<file path="config.mk">
export PLATFORM = sky130hd
export DESIGN_NAME = min_frame_tracker
export DESIGN_NICKNAME = d
export VERILOG_FILES = /design/src/rtl/minmax_pkg.sv /design/src/rtl/extreme_reg.sv /design/src/rtl/min_frame_tracker.sv
export SDC_FILE = /design/constraint.sdc
export NUM_CORES = 1
export LEC_CHECK = 0
export ABC_AREA = 1
export CAP_MARGIN = 10
export CORE_ASPECT_RATIO = 1.2
export CORE_MARGIN = 4
export CORE_UTILIZATION = 32
export CTS_CLUSTER_SIZE = 10
export DETAILED_ROUTE_END_ITERATION = 8
export HOLD_SLACK_MARGIN = 0.06
export PLACE_DENSITY = 0.58
export SYNTH_ARGS = -nofsm -noshare
export SYNTH_HDL_FRONTEND = slang
export SYNTH_SLANG_ARGS = --single-unit
</file>
<file path="constraint.sdc">
create_clock -name clk -period 3.22 [get_ports clk]
set_clock_uncertainty 0.1 [all_clocks]
set_input_delay 0.644 -clock clk [delete_from_list [all_inputs] [get_ports clk]]
set_output_delay 0.644 -clock clk [all_outputs]
set_load 0.02 [all_outputs]
</file>
<file path="src/rtl/minmax_pkg.sv">
// Shared types for the min/max selector family: frame FSM states and a strict compare-select helper.
// Used by min_frame_tracker and extreme_reg.
package minmax_pkg;

    typedef enum logic {
        ACCUM = 1'b0,
        DONE  = 1'b1
    } state_e;

    // Strict compare: with greater=1 returns cand > cur, otherwise cand < cur; ties never win.
    function automatic logic sel_better(input logic [31:0] cand,
                                        input logic [31:0] cur,
                                        input logic        greater);
        return greater ? (cand > cur) : (cand < cur);
    endfunction

endpackage

</file>
<file path="src/rtl/extreme_reg.sv">
// Value/index register pair tracking a running extreme (min or max by GREATER) over a frame.
// Latency: updates on the cycle after load. Backpressure: none, the caller gates load.
module extreme_reg
    import minmax_pkg::*;
#(
    parameter int WIDTH   = 4,
    parameter int IDXW    = 3,
    parameter bit GREATER = 1'b0
) (
    input  logic             clk,
    input  logic             rst_n,
    input  logic             load,
    input  logic             first,
    input  logic [WIDTH-1:0] data,
    input  logic [IDXW-1:0]  pos,
    output logic [WIDTH-1:0] val,
    output logic [IDXW-1:0]  idx
);

    logic [WIDTH-1:0] val_d, val_q;
    logic [IDXW-1:0]  idx_d, idx_q;

    // The first sample of a frame loads unconditionally; later ones only on a strict win.
    always_comb begin
        val_d = val_q;
        idx_d = idx_q;
        if (load && (first || sel_better(32'(data), 32'(val_q), GREATER))) begin
            val_d = data;
            idx_d = pos;
        end
    end

    always_ff @(posedge clk or negedge rst_n) begin
        if (!rst_n) begin
            val_q <= '0;
            idx_q <= '0;
        end else begin
            val_q <= val_d;
            idx_q <= idx_d;
        end
    end

    assign val = val_q;
    assign idx = idx_q;

endmodule

</file>
<file path="src/rtl/min_frame_tracker.sv">
// Frame minimum (and, with TRACK_MAX_EN, maximum) tracker with first-occurrence indices.
// Latency: result valid 1 cycle after the last sample. Backpressure: in_ready low while a result waits.
module min_frame_tracker
    import minmax_pkg::*;
#(
    parameter  int WIDTH     = 4,
    parameter  int FRAME_LEN = 8,
    localparam int IDXW      = $clog2(FRAME_LEN)
) (
    input  logic             clk,
    input  logic             rst_n,
    input  logic             clear,
    input  logic             in_valid,
    output logic             in_ready,
    input  logic [WIDTH-1:0] in_data,
    output logic             out_valid,
    input  logic             out_ready,
    output logic [WIDTH-1:0] out_min,
    output logic [IDXW-1:0]  out_index
`ifdef TRACK_MAX_EN
    ,
    output logic [WIDTH-1:0] out_max,
    output logic [IDXW-1:0]  out_max_index
`endif
);

    localparam logic [IDXW-1:0] LAST = IDXW'(FRAME_LEN - 1);

    state_e          state_d, state_q;
    logic [IDXW-1:0] count_d, count_q;
    logic            out_valid_d, out_valid_q;
    logic            in_hs;
    logic            out_hs;
    logic            first;

    assign in_ready = (state_q == ACCUM) && !clear;
    assign in_hs    = in_valid && in_ready;
    assign out_hs   = out_valid_q && out_ready;
    assign first    = (count_q == '0);

    always_comb begin
        state_d     = state_q;
        count_d     = count_q;
        out_valid_d = out_valid_q;
        if (clear) begin
            state_d     = ACCUM;
            count_d     = '0;
            out_valid_d = 1'b0;
        end else begin
            case (state_q)
                ACCUM: begin
                    if (in_hs) begin
                        if (count_q == LAST) begin
                            state_d     = DONE;
                            count_d     = '0;
                            out_valid_d = 1'b1;
                        end else begin
                            count_d = count_q + IDXW'(1);
                        end
                    end
                end
                DONE: begin
                    if (out_hs) begin
                        state_d     = ACCUM;
                        out_valid_d = 1'b0;
                    end
                end
                default: state_d = ACCUM;
            endcase
        end
    end

    always_ff @(posedge clk or negedge rst_n) begin
        if (!rst_n) begin
            state_q     <= ACCUM;
            count_q     <= '0;
            out_valid_q <= 1'b0;
        end else begin
            state_q     <= state_d;
            count_q     <= count_d;
            out_valid_q <= out_valid_d;
        end
    end

    assign out_valid = out_valid_q;

    // Result registers are only loaded in ACCUM, so they hold naturally while DONE waits.
    extreme_reg #(.WIDTH(WIDTH), .IDXW(IDXW), .GREATER(1'b0)) u_min (
        .clk   (clk),
        .rst_n (rst_n),
        .load  (in_hs),
        .first (first),
        .data  (in_data),
        .pos   (count_q),
        .val   (out_min),
        .idx   (out_index)
    );

`ifdef TRACK_MAX_EN
    extreme_reg #(.WIDTH(WIDTH), .IDXW(IDXW), .GREATER(1'b1)) u_max (
        .clk   (clk),
        .rst_n (rst_n),
        .load  (in_hs),
        .first (first),
        .data  (in_data),
        .pos   (count_q),
        .val   (out_max),
        .idx   (out_max_index)
    );
`endif

endmodule
</file>
==> results by group, run 1 <==
Status
  • Status: finished, final reports clean

Route
  • DRC: 0
  • WL final: about 1200 um
  • Average vias per placed instance: approximately 4.8
  • Pre-Repair DR Iteration Count: 4
  • Routed Antenna Nets: 0
  • Via count: about 560
  • Wire per inst: around 11 um
  • Starting DRC count in detailed routing: 10

Power
  • Worst IR Drop VDD: between 0.00015 and 0.0002 V
  • P_leak: ~0.44 nW
  • Power per cell area: between 500 and 600 mW/mm2

Synthesis
  • Cell Area, Synth: about 650 um2
  • Syn_area_per_cell: ~8.4 um2
  • Post-synth top cells: nand2_1, dfrtp_1, inv_1
  • Sequential area share after synthesis: a little under half
  • Post-synth top flop: dfrtp_1
  • Synth warn: 0
  • Cell with the most instances after synthesis: nand2_1
  • Post-synth ARST share: 100%
  • EDFF count, synth: 0
  • Ranking of synthesized cells by area: dfrtp_1, nand2_1, ha_1
  • Area share of the largest cell type after synthesis: 46.1%
  • Gate Count Post-Synth: 78
  • Distinct cell type count after synthesis: 15
  • Yosys top cell by area: dfrtp_1
  • Flops & latches, synth: 12
  • Synth Net Count: between 90 and 100

Hold path
  • Hold path endpoint: u_min.idx[2]$_DFFE_PN0P_
  • HP Class: reg2reg
  • WHS Path Cells: 2
  • Hold_sp: u_min.idx[2]$_DFFE_PN0P_

Setup path
  • CP Capture Type: output pin
  • Worst R2R End: u_min.idx[0]$_DFFE_PN0P_
  • R2R depth: 8
  • Kind of critical path: in2out
  • Req. time, crit path: 2480 ps
  • Reg2Reg Setup Slack: around 1700 ps
  • Crit-path max FO: 3
  • Slowest cell delay on critical path: 620 ps
  • Worst flop-to-flop path startpoint: u_min.val[3]$_DFFE_PN0P_
  • CP max stage cell: clkdlybuf4s50_1
  • Crit path arrival time: ~1900 ps
  • Worst path most repeated cell: clkdlybuf4s50_1
  • Startpoint types: primary input
  • Worst path cell trace: clkdlybuf4s50_1, nor2_2, clkdlybuf4s50_1

Floorplanning
  • Initial Util: 34.4%
  • Die extent in y: about 57 um
  • Boundary pin count: 18
  • Die X: approximately 49 um
  • # rows: 17
  • Die area: 0.00283 mm2
  • Core ar.: 0.00189 mm2

Clock tree
  • Worst-Skew Late Latency: around 260 ps
  • Post-CTS Setup Bufs: 0
  • Hold buffer count at CTS: 0
  • Post_cts resized: 0
  • # H-tree levels: 1
  • Clock sink total: 12
  • Root buf cell: clkbuf_4
  • Clock buffer depth: 2
  • Clock slew at reported path FFs: 70 ps
  • CTS Buf Count: 3
  • TritonCTS clock tree: yes

Layout
  • Filler cells: just under 200
  • Non-filler cells in the finished layout: between 100 and 150
  • Reg area: roughly 300 um2
  • N_diodes: 0
  • Layout cells sized above 1: a little over an eighth
  • Area of the multi-input gates: between 200 and 300 um2
  • Area Overhead vs Synth: 31.5%
  • NumNets Final: between 100 and 150

Global route
  • Vias in the first global route: between 500 and 600
  • Gr usage total: approximately a tenth
  • Largest net degree at the start of global routing: 13
  • Antenna violations before repair: 0
  • Global-route wire length before repair: roughly 2300 um
  • Total gr overflow: 0

Timing
  • Final period util: slightly above 80%
  • Slew Limit Fails: 0
  • Final hold vios: 0
  • Min Hold Slack: 375 ps
  • RSZ-0062 raised after global routing: no
  • Sum Neg Setup Slack: 0 ps
  • Post-layout minimum cycle time: approximately 2600 ps
  • Finish-stage setup viols: 0
  • Worst slew margin: ~62%
  • Tightest Pin Transition: 565 ps
  • Max Clock Freq: 381 MHz

Placed design
  • Port Buffers: 17
  • DP Wirelength: about 1000 um
  • GPL Wtd Cong: about 0.75
  • Placed Instances: approximately 110

Run
  • MaxCap Viol Count: 0
-- sequential cells by signal, indices dropped and copies added (netlist names) --
signal / cells
u_min.val: 4
count_q: 3
u_min.idx: 3
out_valid: 1
state_q: 1
-- power breakdown --
group | leakage [nW] | internal, W | switching (W)
clock network | 0.0138 | 0.0000432 | 0.0000439
registers | 0.158 | 0.000173 | 0.0000154
logic | 0.272 | 0.0000705 | 0.0000841
-- stage by stage --
step	cell area (um2)	total power (W)	setup slack [ps]	util, %
detailed placement	835	0.000349	594	44.1
global route	857	0.000467	553	45.3
global placement	835	0.000347	620	44.1
CTS	857	0.000439	585	45.3
finish	857	0.000430	596	45.3
floorplan	652	0.000281	1550	-
-- placed cells by master (no fill, tap or decap) --
master	count
a21oi_1	1
a22oi_2	1
clkbuf_4	3
clkdlybuf4s50_1	17
dfrtp_1	12
ha_1	6
inv_1	9
inv_2	4
nand2_1	26
nand2_2	3
nand3_1	8
nor2_2	1
nor2_4	1
nor3_1	1
o21ai_0	1
o21ai_1	3
-- routing by layer --
| metal | up-vias | GRT usage, % | wire (um) |
|---|---|---|---|
| li1 | 281 | - | - |
| met1 | 251 | 12.1 | 549 |
| met2 | 22 | 17.0 | 590 |
| met3 | 2 | 2.61 | 102 |
| met4 | 0 | 4.88 | 6 |
| met5 | - | 0 | 0 |
-- layout make-up --
class / instances / area share [%]
well taps: 19 / 2.77
multi-input cells: 52 / 34.0
flip-flops and latches: 12 / 35.0
clock buffers: 3 / 2.63
repair buffers: 17 / 19.9
inverters: 13 / 5.69
-- worst max path at each step --
stage / cells past startpoint / end / startpoint / slack, ps
after global routing: 3 / in_ready / clear / 550
after floorplan: 7 / u_min.val[0]$_DFFE_PN0P_ / in_data[3] / 1550
final: 3 / in_ready / clear / 600
after CTS: 3 / in_ready / clear / 580
after detailed placement: 3 / in_ready / clear / 590
after global placement: 3 / in_ready / clear / 620
-- cell families (layout without fill, tap and decap cells) --
logic type / count (synthesis) / in the layout / share of synthesized area, %
adder cells (fa/ha/maj): 6 / 6 / 11.5
buffers and inverters: 14 / 33 / 9.21
AO/OA/AOI/OAI: 6 / 6 / 5.76
flip-flops: 12 / 12 / 46.1
AND/OR/NAND/NOR: 40 / 40 / 27.4
-- critical path, delay by kind of cell --
kind                   cells  cell delay [ps]
buffers and inverters      2             1070
AND/OR/NAND/NOR            1              160
Power figures use the tool's default switching activity.
==> run 2, diff against run 1 <==
Clock period 3.22 ns to 2.5 ns, I/O delays scaled along.
==> results of run 2 <==
Same layout as run 1 (identical final DEF). Status: finished, final reports clean.
Main changes from that run: setup slack after placement 594 ps -> 162 ps; setup slack after layout 596 ps -> 164 ps; register-to-register setup slack 1710 ps -> 990 ps; total power 0.000430 W -> 0.000554 W; worst IR drop on VDD 0.000171 V -> 0.000221 V
==> RTL edit: new RTL, config.mk and constraints of run 2 <==
`WIDTH` is set to 4 in 2 places; all go to 6.
--- a/src/rtl/extreme_reg.sv
+++ b/src/rtl/extreme_reg.sv
@@ -5,3 +5,3 @@
 #(
-    parameter int WIDTH   = 4,
+    parameter int WIDTH   = 6,
     parameter int IDXW    = 3,
--- a/src/rtl/min_frame_tracker.sv
+++ b/src/rtl/min_frame_tracker.sv
@@ -5,3 +5,3 @@
 #(
-    parameter  int WIDTH     = 4,
+    parameter  int WIDTH     = 6,
     parameter  int FRAME_LEN = 8,
Interface: changed (resized in_data and out_min); port bits go from 18 to 22. No check against the original RTL was run, so the function may have changed too.
==> RTL edit against run 2 <==
- routed wire length increased by 27%
- die area increased by 19%
- core utilization increased by 0.27 points
- final area increased by 24%
- power increased by 7.4%
- non-clock buffer count increased by 4
- first-iteration DRC count decreased by 30%
- sequential cell count increased by 2
- worst setup slack improved by 26 ps
- synthesized area increased by 23%
- fmax increased by 1.1%
- critical path type unchanged
- largest cell class is now multi-input combinational cells
- highest routed layer unchanged
==> RTL edit: results (changes against run 2) <==
| Metric | Value |
|---|---|
| Max VDD drop | `293 uV (+33%)` |
| Synthesized area per cell | `8.17 sq um (-2.2%)` |
| Routed wire length on met2 | `765 um (+30%)` |
| First-pass GRT wire length | `2870 um (+26%)` |
| Placer congestion estimate | `0.711 (-5.1%)` |
| Sequential area share after synthesis | `0.438 (-0.0232)` |
| Total number of vias | `692 (+24%)` |
| Net switching power | `0.196 mW (+6.2%)` |
| DR iter-0 viols | `7 (-3)` |
| Dpl ws | `199 ps (+36.6 ps)` |
| Worst R2R Path Depth | `10 (+2)` |
| Filler cells | `274 (+38%)` |
| Top cells by area, synth | `dfrtp_1 44%, nand2_1 16%, ha_1 13%` |
| FF-to-FF Start | `u_min.val[5]` |
| Setup WS post-layout | `190 ps (+26.3 ps)` |
| Worst EP arrival | `1710 ps (-30 ps)` |
| Met3 WL | `92 um (-9.8%)` |
| Largest net degree at the start of global routing | `15 (+2)` |
| Max FFs per register | `6 (+2)` |
| Syn nets | `117 (+26%)` |
| Cell Area, Placed | `1040 sq um (+24%)` |
| Total Wirelength | `1590 um (+27%)` |
| Met2 usage | `0.183 (+0.0128)` |
| Fin nets | `142 (+25%)` |
| Hold_sp | `u_min.idx[1]` |
| Synth Area in Compound Gates | `0.0391 (-0.0185)` |
| DR WL/cell | `10.4 um (-3.0%)` |
| Vias in the first global route | `693 (+26%)` |
| Post-synthesis adder-cell area fraction | `0.125 (+0.00984)` |
| Status | `completed` |
-- RTL edit: layout make-up --
| type | instances | area [sq um] | area share |
|---|---|---|---|
| multi-input cells | 65 | 367 | 0.346 |
| flip-flops and latches | 14 | 350 | 0.330 |
| clock buffers | 3 | 22.5 | 0.0212 |
| repair buffers | 21 | 210 | 0.198 |
| inverters | 18 | 72.6 | 0.0684 |
| well taps | 31 | 38.8 | 0.0366 |
-- RTL edit: power groups by stage --
| stage | sequential (mW) | combinational, mW | clock [mW] |
|---|---|---|---|
| 2_1_floorplan | 0.299 | 0.0926 | 0 |
| 3_3_place_gp | 0.272 | 0.204 | 0 |
| 3_5_place_dp | 0.273 | 0.208 | 0 |
| 4_1_cts | 0.268 | 0.209 | 0.130 |
| 5_1_grt | 0.272 | 0.231 | 0.139 |
| 6_report | 0.268 | 0.204 | 0.123 |
-- RTL edit: critical path, cell delays in order --
cell	delay (ps)
clkdlybuf4s50_1	430
nor2_2	150
clkdlybuf4s50_1	630
